File: src/rtl/sipo_pkg.sv
// Shared helpers for the serial-to-parallel receive stage.
package sipo_pkg;

   // Bit-counter width; never narrower than one bit.
   function automatic int unsigned cnt_w(input int unsigned width);
      return ($clog2(width) < 1) ? 1 : $clog2(width);
   endfunction

endpackage

File: src/rtl/sipo_hold.sv
// One-entry holding register with valid/ready handoff and sticky overrun flag.
module sipo_hold #(
   parameter int unsigned WIDTH = 4
) (
   input  logic             clk,
   input  logic             rst,
   input  logic [WIDTH-1:0] word_in,
   input  logic             word_done,
   input  logic             par_ready,
   input  logic             ovr_clr,
   output logic [WIDTH-1:0] par_out,
   output logic             par_valid,
   output logic             overrun
);

   logic [WIDTH-1:0] word_q, word_d;
   logic             valid_q, valid_d;
   logic             ovr_q, ovr_d;
   logic             drop;

   always_comb begin
      word_d  = word_q;
      valid_d = valid_q;
      ovr_d   = ovr_q;
      drop    = 1'b0;
      if (word_done) begin
         if (!valid_q || par_ready) begin
            word_d  = word_in;
            valid_d = 1'b1;
         end else begin
            drop = 1'b1;
         end
      end else if (valid_q && par_ready) begin
         valid_d = 1'b0;
      end
      // A drop at the same edge as a clear must still leave the flag set.
      if (ovr_clr) ovr_d = 1'b0;
      if (drop)    ovr_d = 1'b1;
   end

   always_ff @(posedge clk) begin
      if (rst) begin
         word_q  <= '0;
         valid_q <= 1'b0;
         ovr_q   <= 1'b0;
      end else begin
         word_q  <= word_d;
         valid_q <= valid_d;
         ovr_q   <= ovr_d;
      end
   end

   assign par_out   = word_q;
   assign par_valid = valid_q;
   assign overrun   = ovr_q;

endmodule

File: src/rtl/sipo_rx.sv
// Serial-to-parallel receiver: shifter and bit counter feeding the holding stage.
module sipo_rx
   import sipo_pkg::*;
#(
   parameter int unsigned WIDTH     = 4,
   parameter bit          LSB_FIRST = 1'b1
) (
   input  logic                     clk,
   input  logic                     rst,
   input  logic                     si,
   input  logic                     si_en,
   output logic [WIDTH-1:0]         par_out,
   output logic                     par_valid,
   input  logic                     par_ready,
   output logic                     overrun,
   input  logic                     ovr_clr,
   output logic [cnt_w(WIDTH)-1:0]  bit_cnt
);

   localparam int unsigned     CW   = cnt_w(WIDTH);
   localparam logic [CW-1:0]   LAST = CW'(WIDTH - 1);

   logic [WIDTH-1:0] sh_q, sh_d;
   logic [CW-1:0]    cnt_q, cnt_d;
   logic             word_done;

   always_comb begin
      sh_d      = sh_q;
      cnt_d     = cnt_q;
      word_done = 1'b0;
      if (si_en) begin
         if (LSB_FIRST) sh_d = {si, sh_q[WIDTH-1:1]};
         else           sh_d = {sh_q[WIDTH-2:0], si};
         // Explicit wrap keeps non-power-of-two widths correct.
         if (cnt_q == LAST) begin
            cnt_d     = '0;
            word_done = 1'b1;
         end else begin
            cnt_d = cnt_q + CW'(1);
         end
      end
   end

   always_ff @(posedge clk) begin
      if (rst) begin
         sh_q  <= '0;
         cnt_q <= '0;
      end else begin
         sh_q  <= sh_d;
         cnt_q <= cnt_d;
      end
   end

   assign bit_cnt = cnt_q;

   sipo_hold #(
      .WIDTH(WIDTH)
   ) u_hold (
      .clk      (clk),
      .rst      (rst),
      .word_in  (sh_d),
      .word_done(word_done),
      .par_ready(par_ready),
      .ovr_clr  (ovr_clr),
      .par_out  (par_out),
      .par_valid(par_valid),
      .overrun  (overrun)
   );

endmodule

File: config.mk
export PLATFORM = sky130hd
export DESIGN_NAME = sipo_rx
export DESIGN_NICKNAME = d
export VERILOG_FILES = /design/src/rtl/sipo_pkg.sv /design/src/rtl/sipo_hold.sv /design/src/rtl/sipo_rx.sv
export SDC_FILE = /design/constraint.sdc
export NUM_CORES = 1
export LEC_CHECK = 0
export ABC_AREA = 1
export BUFFER_PORTS_ARGS = -buffer_cell sky130_fd_sc_hd__buf_2
export CORE_AREA = 2 2 39 41
export CTS_CLUSTER_DIAMETER = 100
export DETAILED_ROUTE_END_ITERATION = 12
export DIE_AREA = 0 0 41 43
export GPL_ROUTABILITY_DRIVEN = 0
export PLACE_DENSITY_LB_ADDON = 0.25
export SLEW_MARGIN = 20
export SYNTH_ARGS = -nofsm -noshare
export SYNTH_HDL_FRONTEND = slang
export SYNTH_HIERARCHICAL = 1
export SYNTH_SLANG_ARGS = --single-unit
File: constraint.sdc
create_clock -name clk -period 1.35 [get_ports clk]
set_clock_uncertainty 0.2 [all_clocks]
set_input_delay 0.0675 -clock clk [delete_from_list [all_inputs] [get_ports clk]]
set_output_delay 0.0675 -clock clk [all_outputs]
set_load 0.01 [all_outputs]
=== Yosys cells after proc, flatten, opt, wreduce, memory -nomap -nowiden ===
Index checks and enable logic that the tools add are counted.
Widths: inputs -> output; s select.

* Bits in registers: 12
* Bits in latches: 0
* Bits in writable memories: 0
* Memory bits (read-only): 0
* Input bits: 6
* Output and inout port bits: 8
* Logic and storage cells: 26
* Memories: 0

* $add $sub $neg: 1
* Multipliers: 0
* Div/mod/pow operators: 0
* Order comparisons: 0
* Eq/ne operators: 2
* Shift-type cells: 0
* Muxes and demuxes: 11
* Bitwise operators: 0
* Reductions and logical operators: 7

{| class="wikitable"
|+ Operators with widths
! cell !! count
|-
| $mux 1 || 9
|-
| $mux 4 || 1
|-
| $reduce_and 2->1 || 2
|-
| $reduce_bool 2->1 || 2
|-
| $add 2x1->2 const B || 1
|-
| $eq 2x2->1 const B || 1
|-
| $mux 2 || 1
|-
| $ne 2x2->1 const B || 1
|-
| $logic_and 1x1->1 || 1
|-
| $logic_not 1->1 || 1
|-
| $logic_or 1x1->1 || 1
|}

=== Depth between registers and ports, before layout ===
Gate-level depths: netlist (run 1).

* Depth after elaboration: 5
* Depth in mapped cells: 8
* Gate-level depth less buffers: 7

=== By module ===
Netlist (run 1), hierarchy kept.

{| class="wikitable"
|+ By module, submodules not included
! module !! times used !! cells an instance !! area an instance (um^2) !! sequential area each (um^2)
|-
| sipo_rx || 1 || 37 || 326.6 || 120.1
|-
| sipo_hold || 1 || 36 || 252.7 || 120.1
|}

=== Worst setup path before layout (run 1) ===
No wires, ideal clock.

* Kind: reg-to-reg
* Start: reg cnt_q[0], in the netlist bit_cnt[0]
* End: reg u_hold.word_q[0], in the netlist u_hold/par_out[0]
* Library setup time: 0.115 ns
* Data arrival time: 0.969 ns
* Data required time: 1.035 ns
* Path slack: 0.066 ns
* Cell stages (with the launch flop): 7
* Buffers on the path: 1
* Clock period less this slack: 1.284 ns
* Path through: dfxtp_1 -> ha_1 -> nand2_1 -> inv_1 -> buf_4 -> a21oi_1 -> nor2_1

* Longest elaborated chain between the ends: 4

{| class="wikitable"
|+ RTL lines
! item !! RTL line !! text
|-
| from (decl) || sipo_rx.sv:24 || <nowiki>logic [CW-1:0] cnt_q, cnt_d;</nowiki>
|-
| from (signal assigned) || sipo_rx.sv:50 || <nowiki>cnt_q <= cnt_d;</nowiki>
|-
| $eq 2x2->1 || sipo_rx.sv:35 || <nowiki>if (cnt_q == LAST) begin</nowiki>
|-
| $mux 1 || sipo_rx.sv:35 ||
|-
| $mux 1 || sipo_rx.sv:31 || <nowiki>if (si_en) begin</nowiki>
|-
| named net word_done || sipo_rx.sv:25 || <nowiki>logic word_done;</nowiki>
|-
| $reduce_and 2->1 (no source line) || -- ||
|-
| to (signal assigned) || sipo_hold.sv:47 || <nowiki>word_q <= word_d;</nowiki>
|-
| to (decl) || sipo_hold.sv:16 || <nowiki>logic [WIDTH-1:0] word_q, word_d;</nowiki>
|}

The timed path passes the listed nets, and every way through them passes these cells.
A chain may end at the register's enable or synchronous reset.

=== Worst setup path in the final report (run 1) ===
* Start: reg cnt_q[1], in the netlist bit_cnt[1]
* End: reg u_hold.word_q[1], in the netlist u_hold/par_out[1]

* Longest elaborated chain between the ends: 4

{| class="wikitable"
|+ RTL lines
! item !! RTL line
|-
| $eq 2x2->1 || sipo_rx.sv:35
|-
| $mux 1 || sipo_rx.sv:35
|-
| $mux 1 || sipo_rx.sv:31
|-
| $reduce_and 2->1 (no source line) || --
|}

No other way between the ends.

==> impl_metrics.py, run 1 <==
metrics = {
    "critical_path": {
        "worstPathRequired_ps": 1320,
        "critPathMaxFanout": 5,
        "r2r_start": "bit_cnt[1]",
        "cp_num_buf_inv": 1,
        "crit_path_start": "bit_cnt[1]",
        "cp_top_family": "flip-flops",
        "worstRegToRegCells": 5,
        "slowest_stage": "dfxtp_1",
        "reg2reg_to": "u_hold/par_out[1]",
        "cp.arrival_ps": 1260,
        "crit_type": "register to register",
        "cp-start-kind": "register",
        "cp_cell_sequence": "ha_4, nand2_4, clkinvlp_4, a21oi_2, nor2_1",
        "r2r_slack_ps": 60,
        "slowest_delay_ps": 350,
        "endpoint_kind": "register",
    },
    "global_routing": {
        "globalRouteTotalUtil": 0.137,
        "grt_max_degree": 11,
        "antenna_found_initial": 0,
        "grt.overflow.total": 0,
        "grt_pass1_vias": 399,
        "grt_first_pass_wirelength_mm": 1.57,
    },
    "timing": {
        "holdWs_ps": -4.20,
        "period_share": 0.953,
        "worstMarginPinSlew_ps": 298,
        "tns_ps": 0,
        "relSlewSlack": 0.801,
        "fmax_ghz": 0.778,
        "hold_violations": 4,
        "period_needed_ps": 1290,
        "finalSetupViolCount": 0,
        "maxSlewViolCount": 0,
        "rsz0062_at_grt": "no",
    },
    "finish": {
        "fin_cells": 108,
        "finalNetCount": 101,
        "area_delta_synth_final_pct": 30.2,
        "drive_gt1_frac": 0.457,
        "n_antenna_cell": 0,
        "final_cell_area_sq_um": 754,
    },
    "hold_path": {
        "hold_class": "primary input to register",
        "holdPathStages": 3,
        "hold-path-endpoint": "sh_q[1]",
        "hold_path.startpoint": "si_en",
    },
    "die": {
        "die_h_microns": 43,
        "ios": 14,
        "die_area_sq_um": 1760,
        "coreArea_sq_um": 1380,
        "die_w_microns": 41,
        "initial_core_util": 0.419,
        "row_count": 14,
    },
    "synthesis": {
        "dominantRegCellSynth": "dfxtp_1",
        "syn_area_per_cell_sq_um": 7.94,
        "synth.area.top_cells": "dfxtp_1, nand2_1, nand2_4",
        "ys_ff_latch": 12,
        "synth_seq_area_share": 0.415,
        "yosysTopAreaCell": "dfxtp_1",
        "yosysUniqueCellTypes": 16,
        "async_flop_share": 0,
        "synth.most_common_cell": "nand2_1",
        "syn_inst": 73,
        "syn_area_sq_um": 579,
        "synth_edf_count": 0,
        "ys_warn_count": 6,
        "synth_top_cells_by_count": "nand2_1, dfxtp_1, inv_1",
        "yosysTopAreaCellShare": 0.415,
        "syn-num-nets": 80,
    },
    "clocking": {
        "clkTransAtPathRegs_ps": 70,
        "cts-root-buf": "clkbuf_4",
        "cts_tree": "yes",
        "cts_max_level": 1,
        "clock_path_buffers": 2,
        "cts_buffers": 3,
        "clock_sinks": 12,
        "insertion_delay_ps": 270,
    },
    "power": {
        "p_per_area_nw_per_um2": 928,
        "total_power_mw": 0.700,
        "max-vdd-ir-drop_v": 0.000518,
        "p_leak_nw": 0.374,
    },
    "placed_design": {
        "dpl.cell_count": 100,
        "port_buffers": 13,
        "place_hpwl_microns": 706,
        "post_dp_cell_area_sq_um": 646,
    },
    "run": {
        "drv_cap": 0,
    },
    "routing": {
        "wl_per_cell_microns": 9.74,
        "drc": 0,
        "num_vias": 491,
        "ant_nets": 0,
        "wl_mm": 1.05,
        "drtIter0Drc": 2,
        "vias_per_cell": 4.55,
        "drtPass1Iterations": 2,
    },
    "status": {
        "violations": "negative hold slack",
        "outcome": "complete, but fails checks",
    },
}
worst min-delay path, cell delays in order:
cell and delay [ps]:
buf_2 200, nand2_2 110, a21oi_2 50
flip-flops by register name (all words and copies together), names as in the netlist:
name,count
bit_cnt,2
sh_q,4
u_hold/overrun,1
u_hold/par_out,4
u_hold/par_valid,1
cell usage in the layout, fill, tap and decap left out, types with 2 or more instances in the layout:
cell type	Yosys	routed
buf_2	0	13
clkbuf_4	0	3
nand2_1	13	12
a21oi_1	6	2
inv_2	2	2
nand2_4	4	5
nand2_2	5	5
a21oi_2	5	9
dlygate4sd3_1	0	4
inv_1	9	8
nor2_1	6	6
dfxtp_1	12	11
nand3_1	5	5
report_power, final:
part	switching, mW	total (mW)	internal, mW
Sequential	0.0126	0.379	0.367
Combinational	0.0555	0.101	0.0453
Clock	0.116	0.220	0.103
logic make-up after synthesis:
| group | Yosys count | share of synthesized area |
|---|---|---|
| buffers and inverters | 15 | 0.130 |
| flip-flops | 12 | 0.415 |
| AO/OA/AOI/OAI | 12 | 0.136 |
| AND/OR/NAND/NOR | 33 | 0.298 |
| adder cells (fa/ha/maj) | 1 | 0.0216 |
metrics by stage:
stage	util	worst slack (ps)
6_report	0.545	63.9
5_1_grt	0.545	5.55
4_1_cts	0.512	54.2
3_5_place_dp	0.467	-29.9
3_3_place_gp	0.467	12.2
2_1_floorplan	-	66.2
what timing repair did:
action,4_1_cts,5_1_grt
hold buffers,4,0
setup buffers,0,0
hold endpoints to repair,7,0
pin swaps,0,2
resized for setup,1,10
setup endpoints to repair,5,5
cloned,0,1
layout make-up:
cell class / instances / area (sq um)
timing repair inverter: 1 / 7.51
clock buffer: 3 / 22.5
tap: 16 / 20.0
timing repair buffer: 17 / 105
multi-input combinational: 46 / 299
inverter: 13 / 58.8
fill: 138 / 629
sequential: 12 / 241
layer usage:
layer / wire length, microns / global-route usage
met1: 484 / 0.179
met2: 483 / 0.178
met3: 48 / 0.0314
met4: 35 / 0.120
met5: 0 / 0
how the worst max path moves through the flow:
stage	endpoint	cells past startpoint	slack, ps
after floorplan	u_hold/par_out[0]	6	70
after global placement	u_hold/par_out[2]	6	10
after detailed placement	u_hold/par_out[2]	6	-30
after CTS	u_hold/par_out[2]	6	50
after global routing	u_hold/par_out[0]	5	6
final	u_hold/par_out[1]	5	60
(Power assumes the default switching activity.)
==> run 2: changes to the inputs <==
- ABC_AREA: 1 -> unset
==> impl_metrics.py, run 2 <==
metrics = {
    "global_routing": {
        "globalRouteTotalUtil": 0.133,
        "grt_pass1_vias": 361,
        "grt_max_degree": 17,
        "grt_first_pass_wirelength_mm": 1.46,
        "antenna_found_initial": 0,
        "grt.overflow.total": 0,
    },
    "synthesis": {
        "synth-xor-area-share": 0,
        "synth_seq_area_share": 0.462,
        "yosysTopAreaCell": "dfxtp_1",
        "yosysTopAreaCellShare": 0.462,
        "synth.area.top_cells": "dfxtp_1, nand2b_1, mux2i_1",
        "synth_top_cells_by_count": "dfxtp_1, nand2b_1, mux2i_1, nor2b_1, nor2_1",
        "yosysUniqueCellTypes": 16,
        "dominantRegCellSynth": "dfxtp_1",
        "yosys.area_share.simple": 0.269,
        "ys_warn_count": 6,
        "syn_area_sq_um": 520,
        "syn_area_per_cell_sq_um": 10.6,
        "syn-num-nets": 56,
        "async_flop_share": 0,
        "syn_inst": 49,
        "synth_edf_count": 0,
        "synth_top_family_by_area": "simple AND/OR/NAND/NOR gates",
        "synth-compound-area-share": 0.0192,
        "yosys.area_share.adder": 0.0240,
        "synth.area.mux_share": 0.183,
        "ys_ff_latch": 12,
        "synth.most_common_cell": "dfxtp_1",
    },
    "timing": {
        "holdWs_ps": 67.0,
        "finalSetupViolCount": 0,
        "maxSlewViolCount": 0,
        "worstMarginPinSlew_ps": 249,
        "rsz0062_at_grt": "no",
        "hold_violations": 0,
        "fmax_ghz": 0.772,
        "period_share": 0.959,
        "period_needed_ps": 1290,
        "setup_ws_ps": 55.5,
        "relSlewSlack": 0.834,
    },
    "finish": {
        "final_util": 0.514,
        "drive_gt1_frac": 0.380,
        "n_antenna_cell": 0,
        "layout_commonest_cell": "buf_2",
        "final_cell_area_sq_um": 711,
        "final_cell_mix": "buf_2, dfxtp_1, nand2b_1",
        "finalNetCount": 80,
        "nFillCells": 141,
        "area_delta_synth_final_pct": 36.5,
    },
    "critical_path": {
        "cp-start-kind": "register",
        "crit_type": "register to register",
        "critPathMaxFanout": 4,
        "worstPathRequired_ps": 1340,
        "worstRegToRegCells": 4,
        "r2r_slack_ps": 60,
        "cp.arrival_ps": 1290,
        "endpoint_kind": "register",
    },
    "power": {
        "p_switching_mw": 0.144,
        "p_per_area_nw_per_um2": 924,
        "p_leak_nw": 0.307,
        "total_power_mw": 0.657,
        "p_sw_frac": 0.219,
        "seqPwrFrac": 0.563,
        "p_int_mw": 0.513,
        "max-vdd-ir-drop_v": 0.000713,
        "pwr-share-clk": 0.321,
        "p_comb_frac": 0.116,
    },
    "hold_path": {
        "holdPathStages": 3,
        "hold_class": "primary input to register",
    },
    "die": {
        "row_count": 14,
        "die_area_sq_um": 1760,
        "ios": 14,
        "die_w_microns": 41,
        "die_h_microns": 43,
        "initial_core_util": 0.376,
        "coreArea_sq_um": 1380,
    },
    "placed_design": {
        "place_hpwl_microns": 581,
        "port_buffers": 13,
        "dp_worst_setup_slack_ps": -28.2,
        "post_dp_cell_area_sq_um": 613,
    },
    "clocking": {
        "cts_tree": "yes",
        "cts-root-buf": "clkbuf_4",
        "clock_path_buffers": 2,
        "post_cts_buffers": 0,
        "cts_buffers": 3,
        "clock_sinks": 12,
        "cts_max_level": 1,
        "clkTransAtPathRegs_ps": 70,
        "insertion_delay_ps": 270,
    },
    "routing": {
        "wl_met2_microns": 438,
        "wl_microns": 895,
        "num_vias": 397,
        "ant_nets": 0,
        "drtPass1Iterations": 2,
        "routed-wl-met3_microns": 51,
        "vias_per_cell": 4.56,
        "dr.max_layer_used": "met4",
        "wl_met1_microns": 393,
        "drc": 0,
        "drtIter0Drc": 5,
        "wl_per_cell_microns": 10.3,
    },
    "run": {
        "drv_cap": 0,
    },
    "status": {
        "outcome": "completed",
    },
}
-- run 2: cell count changes after synthesis, sizes merged, moves of 5 or more --
cell | before | now
nand2b | 0 | 9
nor2b | 0 | 7
a21oi | 11 | 2
nand2 | 22 | 0
nand3 | 5 | 0
inv | 12 | 0
mux2i | 0 | 5
-- run 2: power by group through the flow --
stage	Sequential [mW]	Clock, mW	Combinational, mW
6_report	0.369	0.211	0.0762
5_1_grt	0.370	0.239	0.0878
4_1_cts	0.368	0.227	0.0759
3_5_place_dp	0.376	0	0.0622
3_3_place_gp	0.375	0	0.0620
2_1_floorplan	0.379	0	0.0346
-- run 2: final timing paths --
path | from | endpoint
hold / removal | si_en | sh_q[0]
hold reg to reg | u_hold/par_out[3] | u_hold/par_out[3]
setup reg to reg | bit_cnt[0] | u_hold/par_out[3]
setup / recovery | bit_cnt[0] | u_hold/par_out[3]
-- run 2: area by class of cell --
| type | count | area [sq um] | share of cell area |
|---|---|---|---|
| clock buffers | 3 | 22.5 | 0.0317 |
| multi-input cells | 34 | 278 | 0.391 |
| flip-flops and latches | 12 | 243 | 0.342 |
| well taps | 16 | 20.0 | 0.0282 |
| repair buffers | 22 | 148 | 0.208 |
-- run 2: worst max-delay path: stages, from the launching register on --
cell,delay (ps)
dfxtp_2,350
ha_4,130
and2_4,130
nor2b_4,210
mux2i_1,200
-- run 2: cells by family after synthesis --
family,count (synthesis)
DFF,12
buffers and inverters,3
adders and majority gates,1
AOI/OAI and AO/OA,2
muxes,9
and+or+nand+nor,22
-- run 2: timing repair --
item | in CTS | in global routing
hold endpoints to repair | 8 | 0
setup endpoints to repair | 4 | 2
hold buffers | 6 | 0
gates resized for setup | 1 | 1
-- run 2: per-stage QoR --
stage	instances	setup TNS, ps
after global placement	78	-39.1
final	87	0
after detailed placement	78	-96.9
after global routing	87	0
after CTS	87	0
after floorplan	49	0
-- run 2: layer usage --
metal  GRT usage  vias to the layer above
li1            -                      205
met3      0.0942                        2
met2       0.169                       11
met4      0.0600                        0
met5           0                        -
met1       0.165                      179
